$ cat config.mk
export PLATFORM = sky130hd
export DESIGN_NAME = pc_gen
export DESIGN_NICKNAME = d
export VERILOG_FILES = /design/src/rtl/pc_gen.sv
export SDC_FILE = /design/constraint.sdc
export NUM_CORES = 1
export LEC_CHECK = 0
export CAP_MARGIN = 20
export CORE_ASPECT_RATIO = 1.5
export CORE_MARGIN = 2
export CORE_UTILIZATION = 47
export DETAILED_ROUTE_END_ITERATION = 7
export GPL_TIMING_DRIVEN = 0
export PLACE_DENSITY = 0.85
export SLEW_MARGIN = 20
export SYNTH_ARGS = -nofsm -noshare
export SYNTH_HDL_FRONTEND = slang
export SYNTH_SLANG_ARGS = --single-unit
export TNS_END_PERCENT = 5
$ cat constraint.sdc
create_clock -name clk -period 4.8 [get_ports clk]
set_input_delay 0.96 -clock clk [delete_from_list [all_inputs] [get_ports clk]]
set_output_delay 0.96 -clock clk [all_outputs]
set_load 0.02 [all_outputs]
$ cat src/rtl/pc_gen.sv
// Program-counter generator: prioritised redirects (trap, branch, return), sequential
// advance, and a circular return-address stack with a sticky underflow flag.
module pc_gen #(
  parameter int unsigned      XLEN         = 32,
  parameter logic [XLEN-1:0]  RESET_VECTOR = '0,
  parameter int unsigned      INC          = 4,
  parameter int unsigned      RAS_DEPTH    = 4
) (
  input  logic            clk,
  input  logic            reset,
  input  logic            go,
  input  logic            stall,
  input  logic            fetch_ready,
  input  logic            trap,
  input  logic [XLEN-1:0] trap_vec,
  input  logic            branch,
  input  logic [XLEN-1:0] branch_addr,
  input  logic            ret,
  input  logic            ras_push,
  input  logic [XLEN-1:0] ras_push_addr,
  output logic [XLEN-1:0] pc,
  output logic            pc_valid,
  output logic            ras_empty,
  output logic            ras_full,
  output logic            ras_underflow
);

  localparam int unsigned     PtrW      = (RAS_DEPTH > 1) ? $clog2(RAS_DEPTH) : 1;
  localparam int unsigned     CntW      = $clog2(RAS_DEPTH + 1);
  localparam logic [XLEN-1:0] IncVal    = XLEN'(INC);
  localparam logic [XLEN-1:0] AlignMask = ~(IncVal - XLEN'(1));
  localparam logic [CntW-1:0] CntMax    = CntW'(RAS_DEPTH);

  typedef enum logic [0:0] {StIdle, StRun} state_e;

  state_e          state_q;
  logic [XLEN-1:0] pc_q, pc_d;
  logic [PtrW-1:0] wptr_q, wptr_d;
  logic [CntW-1:0] cnt_q, cnt_d;
  logic            underflow_q;

  logic [XLEN-1:0] ras_mem [RAS_DEPTH];
  logic            mem_we;
  logic [PtrW-1:0] mem_waddr;

  logic            active;
  logic            ret_only;
  logic            ret_sel;
  logic [PtrW-1:0] top_idx;

  // Inputs only matter while running with go held high; go low freezes everything.
  assign active   = (state_q == StRun) && go;
  assign ret_only = active && ret && !trap && !branch;
  assign ret_sel  = ret_only && (cnt_q != '0);
  assign top_idx  = wptr_q - PtrW'(1);

  always_comb begin
    pc_d = pc_q;
    if (active) begin
      if (trap) begin
        pc_d = trap_vec & AlignMask;
      end else if (branch) begin
        pc_d = branch_addr & AlignMask;
      end else if (ret_sel) begin
        pc_d = ras_mem[top_idx] & AlignMask;
      end else if (!stall && fetch_ready) begin
        pc_d = pc_q + IncVal;
      end
    end
  end

  // The write pointer always names the slot after the top; when the stack is full that
  // slot holds the oldest entry, so a push there is the circular overwrite.
  always_comb begin
    wptr_d    = wptr_q;
    cnt_d     = cnt_q;
    mem_we    = 1'b0;
    mem_waddr = wptr_q;
    if (active && ras_push && ret_sel) begin
      mem_we    = 1'b1;
      mem_waddr = top_idx;
    end else if (active && ras_push) begin
      mem_we = 1'b1;
      wptr_d = wptr_q + PtrW'(1);
      if (cnt_q != CntMax) begin
        cnt_d = cnt_q + CntW'(1);
      end
    end else if (ret_sel) begin
      wptr_d = top_idx;
      cnt_d  = cnt_q - CntW'(1);
    end
  end

  always_ff @(posedge clk or negedge reset) begin
    if (!reset) begin
      state_q     <= StIdle;
      pc_q        <= RESET_VECTOR;
      wptr_q      <= '0;
      cnt_q       <= '0;
      underflow_q <= 1'b0;
    end else begin
      state_q <= go ? StRun : StIdle;
      pc_q    <= pc_d;
      wptr_q  <= wptr_d;
      cnt_q   <= cnt_d;
      if (ret_only && (cnt_q == '0)) begin
        underflow_q <= 1'b1;
      end
    end
  end

  // Entry contents carry no reset; only the pointer and count are cleared.
  always_ff @(posedge clk) begin
    if (mem_we) begin
      ras_mem[mem_waddr] <= ras_push_addr;
    end
  end

  assign pc            = pc_q;
  assign pc_valid      = (state_q == StRun);
  assign ras_empty     = (cnt_q == '0);
  assign ras_full      = (cnt_q == CntMax);
  assign ras_underflow = underflow_q;

endmodule

Word-level counts from Yosys, hierarchy flattened
Memories as Yosys holds them, arrays and structs flattened.
Cells that the tools add are included.
Storage, ports and cells
  register bits: 39
  memory bits (writable): 128
  input bits: 105
  output and inout bits: 36
  word-level logic and storage cells: 49
  memories: 1
Memory list
  ras_mem: words 4, width 32, rd ports 1, clocked after memory_dff 0, write ports 1, line 42  | logic [XLEN-1:0] ras_mem [RAS_DEPTH];
Cells by class
  add/subtract/negate cells: 5
  eq/ne operators: 3
  mux-type cells: 15
  bitwise operators: 1
  reductions and logical operators: 19
Operators by type and width (count)
  $mux 32: 4
  $add 32x3->32 const B: 1
  $logic_and 1x1->1: 9
  $mux 3: 3
  $mux 2: 3
  $mux 1: 5
  $reduce_and 2->1: 2
  $reduce_bool 4->1: 1
  $add 3x1->3 const B: 1
  $eq 3x3->1 const B: 1
  $logic_not 1->1: 3
  $logic_not 3->1: 1
  $ne 3x3->1 const B: 1
  $reduce_and 3->1: 1
  $reduce_bool 3->1: 1
  $sub 3x1->3 const B: 1
  $add 2x1->2 const B: 1
  $ne 2x1->1 const B: 1
  $reduce_bool 2->1: 1
  $sub 2x1->2 const B: 1
  $not 1->1: 1

Depth between registers and ports, before layout
Gate-level depths: netlist of run 1.
  depth after elaboration: 9
  gate-level depth with buffers: 9

Least setup slack after synthesis of run 1
No wires, ideal clock.
  path type: input -> register
  start: input port ret
  end: memory ras_mem[2][10] (enable)
  arrival: 4.565 ns
  slack: -0.226 ns
  stages on the path: 6
  buffers on the path: 1
  cells stage by stage: o31a_1 nor4b_4 clkbuf_1 ha_1 xor2_1 nor3b_1
Between the ends
  longest elaborated chain between the ends: 8
  elaborated cells on any way between the ends: 9
  classes of those cells: mux (4); reduce/logical (5)
Ends and longest elaborated chain
  start: declaration: line 18  | input logic ret,
  $logic_and 1x1->1 * (3 in series): line 53  | assign ret_only = active && ret && !trap && !branch;
  $logic_and 1x1->1 *: line 54  | assign ret_sel = ret_only && (cnt_q != '0);
  $logic_and 1x1->1 *: line 79  | if (active && ras_push && ret_sel) begin
  $mux 1: line 79
  $mux 1: line 114  | if (mem_we) begin
  $mux 1 (not written as such): line 115  | ras_mem[mem_waddr] <= ras_push_addr;
  end: declaration: line 42
Mark *: on every way between the ends. The rest lies on a longest branch, timed or not.

Final worst setup path of run 1
  start: input port go
  end: memory ras_mem[0][24] (enable)
Between the ends
  longest elaborated chain between the ends: 9
  elaborated cells on any way between the ends: 12
  classes of those cells: mux (5); reduce/logical (7)
Ends and longest elaborated chain
  start: declaration: line 11  | input logic go,
  $logic_and 1x1->1 *: line 52  | assign active = (state_q == StRun) && go;
  $logic_and 1x1->1 (3 in series): line 53
  $logic_and 1x1->1: line 54
  $logic_and 1x1->1: line 79
  $mux 1: line 79
  $mux 1: line 114
  $mux 1 (not written as such): line 115
Marked as above.

==> run metrics, run 1 <==
leading area contributor after synthesis edfxtp_1; initial antenna violation count 0; Max rail drop VDD 305.9 uV; initial core utilization 0.4810; RSZ-0062 raised after global routing no; crit path from go; cts bufs inserted 17; First DRT Iteration DRCs just under 400; CTS Hold Bufs 0; clk_lat worst skew 0.42 ns; clock root buffer master clkbuf_16; crit path capture ras_mem[0][24]$_DFFE_PP_; dpl hpwl ~15000 um; setup ws final 0.2214 ns; MaxCap Viol Count 0; global-route wire length before repair 31430 um; largest cells by area after synthesis edfxtp_1, dfrtp_1, mux4_2, nor2_1, o22ai_1; Yosys top cell area share 0.4948; GRT overflow 0; number of port buffers around 130; ys async rst share 0.2357; Max Root-Sink Buffers 2; Sw Pwr 1379 uW; post-synthesis cell type count 68; leakage between 0.003 and 0.004 uW; post-route setup TNS 0 ns; Cells after Synth ~520; Post-Syn Area about 0.0073 mm2; PwrDens about 460 mW/mm2; Seq pwr share 0.392; Logic pwr share 0.287; mean post-synth cell area around 14 um2; Rel. slew slack 0.3841; Die X 105.6 um; Post-synth EDFFs between 100 and 150; clock-pin slew on the worst setup and hold paths ~0.070 ns; period utilization 0.9539; CTS tree done; Post-route DRC 0; per-cell routed wire length ~23 um; placed cell area approximately 0.0090 mm2; drt via density 6.053; Hold Path Class input port to async pin; fmax 218.4 MHz; Reg-to-Reg End ras_mem[0][24]$_DFFE_PP_; internal power about 3000 uW; critical path peak fanout 10; Worst Path Required about 4.9 ns; WL final a little over 20000 um; Tmin final around 4.6 ns; H-tree levels 4; GRT Util Overall 0.2554; post-route core utilization 0.6347; crit path kind input port to register; CP arrival 4.70 ns; largest net degree at the start of global routing 30; Post-CTS Setup Inserts 0; Sink Count 157; flop and latch count out of synthesis 157; power share of the clock group 0.321; Ports roughly 140; antenna viol nets, final 0; die area 0.01653 mm2; worst reg-to-reg setup slack roughly 0.9 ns; Slew @ Worst Pin around 0.92 ns; reg2reg start cnt_q[0]$_DFFE_PN0P_; post-cts sizing count 0; sw frac 0.3106; area delta synth->final 31.96%; Setup crit start kind input port; R2R cell count 9; Synthesis Warnings 0; Vias 5417; post-route cell area ~0.0096 mm2; diode count 0; Final Max Tran Viols 0; outcome finished, final reports clean; Routability Congestion between 0.9 and 1; vias in the first global route around 5700; core area about 0.015 mm2; sequential fraction of the synthesis area 0.6220; CP endpoint kind register; worst clock skew approximately 0.012 ns; ys flop type edfxtp_1; 1st-pass router iterations 4; Final setup violation count 0; share of cells above drive strength 1 0.1537; height of the chip between 150 and 200 um; nets just under 800; final hold vios 0; site row count between 50 and 60; worst slack, placed -0.3646 ns
area by class of cell:
cell class	count	area, um2
fill	1112	5530
sequential	157	4529
multi-input combinational	323	2592
timing repair buffer	139	1411
clock buffer	18	429.2
tap	199	249.0
clock inverter	14	196.4
buffer	33	156.4
inverter	12	45.04
critical path, stage by stage:
cell             delay [ns]
clkdlybuf4s50_1        0.62
nand2_1                0.21
nor4b_4                0.61
clkbuf_1               0.54
ha_1                   0.42
xor2_1                 0.21
nor3_4                 0.44
buf_4                  0.27
buf_4                  0.21
buf_4                  0.21
logic make-up (layout without fill, tap and decap cells):
kind of cell / Yosys count / count (layout) / synth area share
flip-flops: 157 / 157 / 0.6220
AND/OR/NAND/NOR: 132 / 132 / 0.09743
AO/OA/AOI/OAI: 129 / 129 / 0.1192
buffers and inverters: 45 / 216 / 0.02766
multiplexers: 35 / 35 / 0.1000
XOR/XNOR: 21 / 21 / 0.02526
adder cells (fa/ha/maj): 4 / 4 / 0.007904
other: 1 / 2 / 0.0005150
placed cells by master (no fill, tap or decap), types with 3 or more instances in the layout:
cell             netlist  final
clkinv_4               0      3
mux4_2                30     30
nor2_1                42     40
and4_1                 3      3
edfxtp_1             120    120
xor2_1                10     10
xnor2_1               11     11
mux2i_1                3      3
clkbuf_1              13     14
dfrtp_1               37     37
buf_4                  4      7
clkbuf_16              0     17
o211ai_1               4      4
a31oi_1                6      6
inv_6                  0      4
nand4_1               10     10
nand3_1               14     14
o221ai_1               3      3
nor3_1                10      9
a41oi_1                3      3
nor2b_1                3      3
o21ai_0                5      5
nand2_1               28     28
a22o_1                 5      5
o22ai_1               25     25
a211o_1                3      3
and3_1                 5      5
inv_1                 10     10
ha_1                   3      3
clkdlybuf4s50_1        0    130
o22a_1                 3      3
a221oi_1               3      3
buf_2                 14     15
a21oi_1               30     30
inv_8                  0      4
o21ai_1               17     17
bufinv_16              0      3
buf_12                 0      3
per-layer routing:
metal | global-route usage | wire length (um) | up-vias
met5 | 0 | 0 | -
met1 | 0.2879 | 7241 | 2709
met3 | 0.05956 | 1388 | 52
li1 | - | - | 2385
met2 | 0.4510 | 10980 | 271
met4 | 0.1303 | 840 | 0
registers in the layout, indices dropped and copies added, names as in the netlist:
signal         flops
pc                30
pc_valid           1
ras_underflow      1
ras_mem          120
wptr_q             2
cnt_q              3
synthesized netlist by cell type (4+ instances only):
cell / count
edfxtp_1: 120
clkbuf_1: 13
mux4_2: 30
a31oi_1: 6
a22o_1: 5
xnor2_1: 11
nor2_1: 42
o21ai_0: 5
nor3_1: 10
a21oi_1: 30
o21ai_1: 17
nand4_1: 10
xor2_1: 10
dfrtp_1: 37
o22ai_1: 25
buf_4: 4
o211ai_1: 4
nand3_1: 14
inv_1: 10
and3_1: 5
buf_2: 14
nand2_1: 28
worst min-delay path by stage:
stage / from / to / slack [ns] / cells after the start
after floorplan: cnt_q[2]$_DFFE_PN0P_ / cnt_q[2]$_DFFE_PN0P_ / 0.48 / 1
after global placement: ras_underflow$_DFFE_PN0P_ / ras_underflow$_DFFE_PN0P_ / 0.46 / 1
after detailed placement: ras_underflow$_DFFE_PN0P_ / ras_underflow$_DFFE_PN0P_ / 0.47 / 1
after CTS: reset / ras_underflow$_DFFE_PN0P_ / 0.39 / 1
after global routing: reset / ras_underflow$_DFFE_PN0P_ / 0.39 / 1
final: reset / ras_underflow$_DFFE_PN0P_ / 0.39 / 1
power groups by stage:
stage          registers [uW]  logic, uW  clock network [uW]
4_1_cts                  1740       1270                1430
3_5_place_dp             1760       1260                   0
3_3_place_gp             1760       1200                   0
5_1_grt                  1760       1360                1480
6_report                 1740       1270                1430
2_1_floorplan            1810        710                   0
through the flow:
step / instances / hold slack (ns) / power [uW]
global route: 895 / 0.3935 / 4603
floorplan: 525 / 0.4809 / 2516
detailed placement: 863 / 0.4665 / 3021
CTS: 895 / 0.3884 / 4445
global placement: 855 / 0.4598 / 2959
finish: 895 / 0.3888 / 4441
(Power assumes the default switching activity.)
==> run 2, diff against run 1 <==
ABC_AREA = 1   (was not set)
CORE_MARGIN = not set   (was 2)
CORE_UTILIZATION = 48   (was 47)
PLACE_DENSITY = 0.86   (was 0.85)
==> run metrics, run 2 <==
Slew @ Worst Pin 0.6521 ns (-0.2642 ns); initial antenna violation count 0 (unchanged); dpl hpwl 15190 um (+3.1%); clock root buffer master clkbuf_16; worst clock skew 0.01076 ns (-0.001051 ns); reg2reg start cnt_q[1]$_DFFE_PN0P_; Post-Synth Simple-Gate Area 0.2917 (+0.1943); cts bufs inserted 17 (unchanged); MaxCap Viol Count 0 (unchanged); Final Max Tran Viols 0 (unchanged); Post-CTS Setup Inserts 0 (unchanged); die area 0.01652 mm2 (about the same); CP endpoint kind register; clock-pin slew on the worst setup and hold paths 0.07 ns (about the same); commonest non-fill, non-tap cell in the layout nand2_1; multi-input logic area 0.002846 mm2 (+9.8%); Yosys top cell area share 0.4693 (-0.02556); final hold vios 0 (unchanged); R2R cell count 8 (-1); Die X 105.3 um (-0.34%); largest net degree at the start of global routing 29 (-3.3%); Storage cell area 0.004529 mm2 (unchanged); top-count cell post-synth nand2_1; leakage 0.004072 uW (+22%); area delta synth->final 29.95%; setup ws final 1.041 ns (+0.8195 ns); placed cell area 0.009403 mm2 (+4.7%); Rel. slew slack 0.5653 (+0.1812); post-cts sizing count 0 (unchanged); Routability Congestion 0.9371 (-5.0%); vias in the first global route 6867 (+20%); CTS Hold Bufs 0 (unchanged); Post-route DRC 0 (unchanged); fmax 266.0 MHz (+22%); adder-cell share of the synthesized area 0.007496 (-0.0004083); leading area contributor after synthesis edfxtp_1; Setup crit start kind input port; Vias 6819 (+26%); clk_lat worst skew 0.43 ns (about the same); share of cells above drive strength 1 0.06433 (-0.08940); number of port buffers 131 (unchanged); Reg-to-Reg End ras_mem[2][20]$_DFFE_PP_; nets 1153 (+46%); Hold Path Class input port to async pin; Post-synth EDFFs 120 (unchanged); GRT overflow 0 (unchanged); Compound-Gate Fraction of Synth Area 0.05638 (-0.06286); mux share of post-synthesis cell area 0 (-0.1000); Max Root-Sink Buffers 2 (unchanged); CP arrival 3.89 ns (-0.81 ns); antenna viol nets, final 0 (unchanged); Tmin final 3.759 ns (-0.8195 ns); Design Power 4357 uW (-1.9%); critical-path cell list clkdlybuf4s50_1, nor2_4, nand3_2, nor2_4, buf_2, ha_1, nand2_1, o21ai_0, inv_1, nor2_4, buf_16; post-route cell area 0.009978 mm2 (+3.8%); Fillers 1165 (+4.8%); most frequent cells in the layout nand2_1, clkdlybuf4s50_1, edfxtp_1, nor2_1, nand3_1; non-filler cells, final 1260 (+41%); Max rail drop VDD 334.7 uV (+9.4%); ys flop type edfxtp_1; RSZ-0062 raised after global routing no; mean post-synth cell area 8.647 um2 (-38%); site row count 56 (+1.8%); CP max stage cell clkdlybuf4s50_1; First DRT Iteration DRCs 547 (+40%); flop and latch count out of synthesis 157 (unchanged); Synth top cells by count nand2_1, edfxtp_1, nor2_1, nand3_1, inv_1; largest family of logic cells by synthesized area simple AND/OR/NAND/NOR gates; Cells after Synth 888 (+69%); height of the chip 156.9 um (+0.29%); post-synthesis cell type count 30 (-56%); Worst Path Required 4.93 ns (about the same); PwrDens 436.7 mW/mm2 (-5.5%); max reg flops 120 (unchanged); crit path kind input port to register; 1st-pass router iterations 6 (+2); sequential fraction of the synthesis area 0.5899 (-0.03213); DP Cell Count 1228 (+42%); initial core utilization 0.4914 (+0.01044); outcome finished, final reports clean; Ports 141 (unchanged); drt via density 5.412 (-11%); core area 0.01563 mm2 (+3.2%); WL final 21460 um (+5.0%); H-tree levels 4 (unchanged); worst reg-to-reg setup slack 1.72 ns (+0.82 ns); CTS tree done; period utilization 0.7832 (-0.1707); most used cell, CP nor2_4; Synthesis Warnings 0 (unchanged); largest cells by area after synthesis edfxtp_1, nand2_1, dfrtp_1, nand3_1, nor2_1; Max stage delay on crit path 0.54 ns (-0.08 ns); diode count 0 (unchanged); Final setup violation count 0 (unchanged); GRT Util Overall 0.2680 (+0.01263); Sink Count 157 (unchanged); worst slack, placed 0.7182 ns (+1.083 ns); post-route core utilization 0.6386 (+0.003902); Post-Syn Area 0.007679 mm2 (+5.4%); per-cell routed wire length 17.03 um (-25%); Top reg by flops ras_mem; ys async rst share 0.2357 (unchanged); global-route wire length before repair 33580 um (+6.8%); XOR/XNOR Fraction of Synth Area 0.01027 (-0.01499); critical path peak fanout 16 (+6)
-- run 2: logic make-up after synthesis --
logic type,Yosys count
simple gates,559
xor+xnor,9
fa+ha+maj,4
compound gates,77
flops,157
buf+inv,81
other cells,1
-- run 2: power by group --
group	total [uW]	switching, uW	internal, uW
clock	1300	606	692
combinational	1330	862	471
sequential	1730	133	1590
-- run 2: worst max-delay path by stage --
stage	from	endpoint	slack, ns	depth (start not counted)
after floorplan	branch	ras_mem[2][10]$_DFFE_PP_	0.82	9
after global placement	trap	ras_mem[2][22]$_DFFE_PP_	-0.74	9
after detailed placement	trap	ras_mem[2][22]$_DFFE_PP_	0.72	10
after CTS	trap	ras_mem[2][20]$_DFFE_PP_	1.08	11
after global routing	trap	ras_mem[2][30]$_DFFE_PP_	0.89	11
final	trap	ras_mem[2][20]$_DFFE_PP_	1.04	11
-- run 2: area by class of cell --
cell class / count / area share
clock inverter: 15 / 0.01505
inverter: 45 / 0.01693
timing repair buffer: 136 / 0.1440
sequential: 157 / 0.4539
multi-input combinational: 651 / 0.2853
clock buffer: 17 / 0.04263
buffer: 36 / 0.01680
tap: 203 / 0.02545
-- run 2: stage by stage --
step	hold slack [ns]	TNS, ns
2_1_floorplan	0.5343	0
3_3_place_gp	0.4609	-79.90
3_5_place_dp	0.4925	0
4_1_cts	0.4114	0
5_1_grt	0.4263	0
6_report	0.4084	0
-- run 2: critical path: cells and delay by family --
kind,cells,cell delay [ns]
buffers and inverters,4,1.27
and+or+nand+nor,5,1.16
adders and majority gates,1,0.26
AOI/OAI and AO/OA,1,0.22
-- run 2: metal layers --
metal  global-route usage  part of all wire
met1               0.2754              0.34
met2               0.4997              0.54
met3              0.05383             0.073
met4               0.1590             0.046
met5                    0                 0
